## config.mk

```make
export PLATFORM = sky130hd
export DESIGN_NAME = pulse_meas
export DESIGN_NICKNAME = d
export VERILOG_FILES = /design/src/rtl/pulse_meas_pkg.sv /design/src/rtl/glitch_filter.sv /design/src/rtl/pulse_meas.sv
export SDC_FILE = /design/constraint.sdc
export NUM_CORES = 1
export LEC_CHECK = 0
export ABC_AREA = 1
export BUFFER_PORTS_ARGS = -buffer_cell sky130_fd_sc_hd__buf_2
export CELL_PAD_IN_SITES_DETAIL_PLACEMENT = 0
export CELL_PAD_IN_SITES_GLOBAL_PLACEMENT = 1
export CORE_ASPECT_RATIO = 1.25
export CORE_UTILIZATION = 36
export DETAILED_ROUTE_END_ITERATION = 10
export GPL_TIMING_DRIVEN = 0
export PLACE_DENSITY_LB_ADDON = 0.25
export SLEW_MARGIN = 30
export SYNTH_ARGS = -nofsm -noshare
export SYNTH_HDL_FRONTEND = slang
export SYNTH_SLANG_ARGS = --single-unit
```

## constraint.sdc

```tcl
create_clock -name clk -period 1.31 [get_ports clk]
set_clock_uncertainty 0.1 [all_clocks]
set_input_delay 0.262 -clock clk [delete_from_list [all_inputs] [get_ports clk]]
set_output_delay 0.262 -clock clk [all_outputs]
set_load 0.01 [all_outputs]
```

## src/rtl/pulse_meas_pkg.sv

```systemverilog
// pulse_meas_pkg: shared types and defaults for the pulse width meter.
// Holds the level-tracking FSM state and default parameter values.
package pulse_meas_pkg;

  typedef enum logic {
    LOW  = 1'b0,
    HIGH = 1'b1
  } state_t;

  localparam int STABLE_CYC_DEF = 2;
  localparam int WIDTH_W_DEF    = 8;

endpackage

```

## src/rtl/glitch_filter.sv

```systemverilog
// glitch_filter: two-flop synchronizer followed by a stability filter.
// Ports: clk, rst_n (sync, active-low), d (async in), level (filtered out).
module glitch_filter
  import pulse_meas_pkg::*;
#(
  parameter int STABLE_CYC = STABLE_CYC_DEF
) (
  input  logic clk,
  input  logic rst_n,
  input  logic d,
  output logic level
);

  localparam logic [3:0] LAST = 4'(STABLE_CYC - 1);

  logic       s1;
  logic       s2;
  logic [3:0] cnt;

  // cnt holds how many consecutive synced samples have disagreed
  // with level; the disagreement that would make it STABLE_CYC flips
  // level instead.
  always_ff @(posedge clk) begin
    if (!rst_n) begin
      s1    <= 1'b0;
      s2    <= 1'b0;
      cnt   <= '0;
      level <= 1'b0;
    end else begin
      s1 <= d;
      s2 <= s1;
      if (s2 == level) begin
        cnt <= '0;
      end else if (cnt == LAST) begin
        level <= ~level;
        cnt   <= '0;
      end else begin
        cnt <= cnt + 4'd1;
      end
    end
  end

endmodule

```

## src/rtl/pulse_meas.sv

```systemverilog
// pulse_meas: measures high time of a debounced input, valid/ready out.
// Ports: clk, rst_n, d -> level, rise, out_valid/out_ready, out_width,
// out_sat, overrun (sticky drop), pulse_cnt (filtered rising edges).
module pulse_meas
  import pulse_meas_pkg::*;
#(
  parameter int STABLE_CYC = STABLE_CYC_DEF,
  parameter int WIDTH_W    = WIDTH_W_DEF
) (
  input  logic               clk,
  input  logic               rst_n,
  input  logic               d,
  output logic               level,
  output logic               rise,
  output logic               out_valid,
  input  logic               out_ready,
  output logic [WIDTH_W-1:0] out_width,
  output logic               out_sat,
  output logic               overrun,
  output logic [15:0]        pulse_cnt
);

  localparam logic [WIDTH_W-1:0] WMAX = '1;
  localparam logic [WIDTH_W-1:0] WONE = WIDTH_W'(1);

  state_t             state_q;
  state_t             state_d;
  logic               fall;
  logic               xfer;
  logic [WIDTH_W-1:0] wcnt;
  logic               wsat;

  glitch_filter #(
    .STABLE_CYC(STABLE_CYC)
  ) u_filt (
    .clk  (clk),
    .rst_n(rst_n),
    .d    (d),
    .level(level)
  );

  assign xfer = out_valid & out_ready;

  // state lags level by one cycle, so the first cycle of a new
  // level is seen as the edge cycle.
  always_comb begin
    state_d = state_q;
    rise    = 1'b0;
    fall    = 1'b0;
    unique case (state_q)
      LOW: begin
        if (level) begin
          state_d = HIGH;
          rise    = 1'b1;
        end
      end
      HIGH: begin
        if (!level) begin
          state_d = LOW;
          fall    = 1'b1;
        end
      end
    endcase
  end

  always_ff @(posedge clk) begin
    if (!rst_n) begin
      state_q   <= LOW;
      wcnt      <= '0;
      wsat      <= 1'b0;
      out_valid <= 1'b0;
      out_width <= '0;
      out_sat   <= 1'b0;
      overrun   <= 1'b0;
      pulse_cnt <= '0;
    end else begin
      state_q <= state_d;

      // the rise cycle itself counts as the first high cycle
      if (rise) begin
        wcnt      <= WONE;
        wsat      <= 1'b0;
        pulse_cnt <= pulse_cnt + 16'd1;
      end else if (state_q == HIGH && level) begin
        if (wcnt == WMAX) begin
          wsat <= 1'b1;
        end else begin
          wcnt <= wcnt + WONE;
        end
      end

      // a finished pulse may replace data that transfers this edge
      if (fall && (!out_valid || xfer)) begin
        out_width <= wcnt;
        out_sat   <= wsat;
        out_valid <= 1'b1;
      end else if (fall) begin
        overrun <= 1'b1;
      end else if (xfer) begin
        out_valid <= 1'b0;
      end
    end
  end

endmodule

```

==> metrics.csv <==
stage,metric,value,unit
run_status,status,"complete, but fails checks",
run_status,violations,setup timing,
yosys,synth_adder_area_share,2.47,%
clocking,worstSkewPairLatency,0.29,ns
clocking,cts_root_buf,clkbuf_8,
timing,holdWs,0.0480,ns
clocking,path_clk_slew,0.08,ns
drt,ant_nets,0,
pwr,sw_frac_of_total,23.7,%
timing,fin_crit_sh,109,%
pwr,power,2.45,mW
cells_and_area,area_growth_syn_to_layout,30.2,%
timing,worst_slew_pin_slew,0.544,ns
critical_path,cp-end-kind,output port,
cells_and_area,fillCellCount,561,
critical_path,cpPeakStageDelay,0.34,ns
critical_path,crit_arrival,1.07,ns
global_route,grt_overflow,0,
pwr,p_comb_share,7.7,%
min_path,hp-start,d,
cells_and_area,final_cells,390,
drt,drcViolationCount,0,
global_route,grt_pass1_vias,1739,
critical_path,crit_type,flop to output port,
global_route,grt_max_degree,13,
pwr,p_leak,1.20,nW
cells_and_area,multiInputGateArea,1050,um2
clocking,cts-buffers-inserted,5,
critical_path,worstPathMaxFanout,5,
critical_path,critPathLaunchType,flop,
cells_and_area,num_antenna_cells,0,
timing,setup_violations,18,
clocking,h-tree-depth,2,
yosys,yosysSeqAreaShare,43.5,%
yosys,synth_mux_area_share,0,%
floorplanning,io_pins,33,
yosys,ys_warn_count,0,
floorplanning,rows,30,
pwr,ir_drop,0.520,mV
clocking,cts_buffer_depth,2,
floorplanning,die_h,85.8,um
placed_design,dp_hpwl,3290,um
floorplanning,die_w,69.1,um
pwr,pwr-share-seq,56.3,%
drt,drt-initial-drc-count,65,
pwr,internal-power,1.87,mW
floorplanning,initial_core_util,37.5,%
critical_path,cp.required,0.95,ns
yosys,synth_area,2020,um2
timing,fmax,0.700,GHz
clocking,cts_tree,built,
cells_and_area,final_net_count,333,
drt,wl_per_cell,12.2,um
yosys,async_flop_share,0,%
cells_and_area,drive_above_1_share,32.8,%
floorplanning,core,5410,um2
global_route,grt_pass1_wl,7850,um
timing,worst_slack,-0.118,ns
placed_design,dp_cells,366,
critical_path,reg2reg_from,u_filt.level,
cells_and_area,regArea,901,um2
yosys,synth_nets,278,
critical_path,critPathLaunch,u_filt.level,
pwr,powerDensity,929,nW/um2
yosys,synth_edf_count,0,
drt,wl,4760,um
yosys,ys_types,28,
timing,rsz0062_at_grt,yes,
clocking,cts_sinks,44,
run,cap_violations,0,
critical_path,crit_slowest_cell,dfxtp_2,
yosys,synthXorXnorAreaFrac,2.16,%
pwr,clkPwrFrac,35.9,%
drt,viasPerCell,4.76,
global_route,gr-usage-all-layers,16.8,%
yosys,yosys.area_share.simple,31.2,%
critical_path,cpMostUsedCell,buf_6,
pwr,p_sw,0.581,mW
critical_path,crit_path_cell_trace,buf_6 > inv_6 > nor2_8 > buf_6,
floorplanning,dieArea,5930,um2
drt,dr.pass1.iters,4,
critical_path,cp_top_family,flip-flops,
timing,slew_violations,0,
timing,slew_headroom,63.7,%
yosys,syn-mean-instance-area,7.50,um2
yosys,netlist_instances,270,
yosys,synth_flop_cell,dfxtp_1,
yosys,synth_compound_area_share,11.7,%
yosys,synth_top_family_by_area,simple AND/OR/NAND/NOR gates,
timing,min_period,1.43,ns
min_path,hold_class,input pin to flop,
yosys,ys_seq_elements,44,
placed_design,place.gp.congestion,0.838,
timing,final-hold-violation-count,0,
global_route,antenna_found_initial,0,
placed_design,portBuffers,32,
drt,via_count,1857,
critical_path,cp_num_buf_inv,3,
cell usage after synthesis, types with 2 or more instances:
| cell | count | area [um2] |
|---|---|---|
| a21oi_1 | 23 | 115 |
| buf_4 | 2 | 15.0 |
| clkbuf_1 | 2 | 7.51 |
| clkinv_1 | 2 | 7.51 |
| dfxtp_1 | 44 | 881 |
| ha_1 | 4 | 50.1 |
| inv_1 | 33 | 124 |
| nand2_1 | 43 | 161 |
| nand2_2 | 8 | 50.1 |
| nand3_1 | 13 | 65.1 |
| nand4_1 | 10 | 62.6 |
| nor2_1 | 44 | 165 |
| nor2_4 | 4 | 45.0 |
| nor2_8 | 2 | 40.0 |
| nor3_1 | 3 | 15.0 |
| o21a_1 | 2 | 15.0 |
| o21ai_0 | 11 | 55.1 |
| o21ai_1 | 7 | 35.0 |
| xor2_1 | 4 | 35.0 |
flip-flops by register name, indices dropped and copies added (netlist names):
signal	flops
pulse_cnt	16
out_width	8
wcnt	8
u_filt.cnt	4
out_sat	1
out_valid	1
overrun	1
state_q	1
u_filt.level	1
u_filt.s1	1
u_filt.s2	1
wsat	1
power by group through the flow:
stage	combinational, mW	sequential [mW]	clock (mW)
floorplan	0.0941	1.42	0
global route	0.213	1.38	0.969
detailed placement	0.153	1.42	0
CTS	0.183	1.38	0.909
global placement	0.153	1.41	0
finish	0.190	1.38	0.881
cell usage in the layout (no fill, tap or decap), drive strengths merged:
cell | netlist | final
dfxtp | 44 | 44
xor2 | 4 | 4
nand2 | 51 | 51
clkinv | 3 | 2
ha | 4 | 4
nor3 | 3 | 3
nand4 | 10 | 10
inv | 35 | 36
o21ai | 19 | 19
buf | 3 | 51
xnor2 | 1 | 1
nor2 | 50 | 50
nand3 | 15 | 15
o21a | 2 | 2
a21oi | 24 | 24
clkbuf | 2 | 10
tightest hold or removal path, delay by kind of cell:
kind                   cells  cell delay [ns]
AND/OR/NAND/NOR            1             0.04
buffers and inverters      2             0.11
layer usage:
metal  track usage (%)  part of all wire [%]
met1              19.1                    44
met2              30.4                    52
met3              3.41                   2.4
met4              7.24                   1.6
met5                 0                     0
what timing repair did:
item                                    4_1_cts  5_1_grt
pin swaps                                    14       10
hold buffers                                  0        0
gates cloned                                  1        0
setup buffers                                 9        6
endpoints found under the setup margin       26       31
hold endpoints to repair                      0        0
gates resized for setup                      15       26
path summary, 6_finish.rpt:
kind              cells past startpoint            end  slack (ns)
setup reg to reg                      7  pulse_cnt[13]       -0.06
setup / recovery                      4           rise       -0.12
hold / removal                        3      u_filt.s1        0.05
hold reg to reg                       2      u_filt.s2        0.32
cells by family after synthesis:
family	count (synthesis)
XOR/XNOR	5
AND/OR/NAND/NOR	129
adder cells (fa/ha/maj)	4
buffers and inverters	43
AO/OA/AOI/OAI	45
flip-flops	44
metrics by stage:
step / setup TNS [ns] / utilization, % / cell area, um2 / setup slack [ns]
after CTS: -0.432 / 46.5 / 2510 / -0.137
after global routing: -2.53 / 48.8 / 2640 / -0.169
final: -0.534 / 48.8 / 2640 / -0.118
after global placement: -1.73 / 42.5 / 2300 / -0.121
after floorplan: -0.000362 / - / 2060 / -0.000362
after detailed placement: -1.88 / 42.5 / 2300 / -0.121
cell type report:
class | instances | area share (%)
Multi-Input combinational cell | 183 | 40.0
Sequential cell | 44 | 34.2
Timing Repair Buffer | 48 | 12.1
Inverter | 38 | 5.89
Clock buffer | 8 | 3.42
Tap cell | 64 | 3.04
Buffer | 5 | 1.42
No activity file was read; power rests on OpenSTA's default activity.
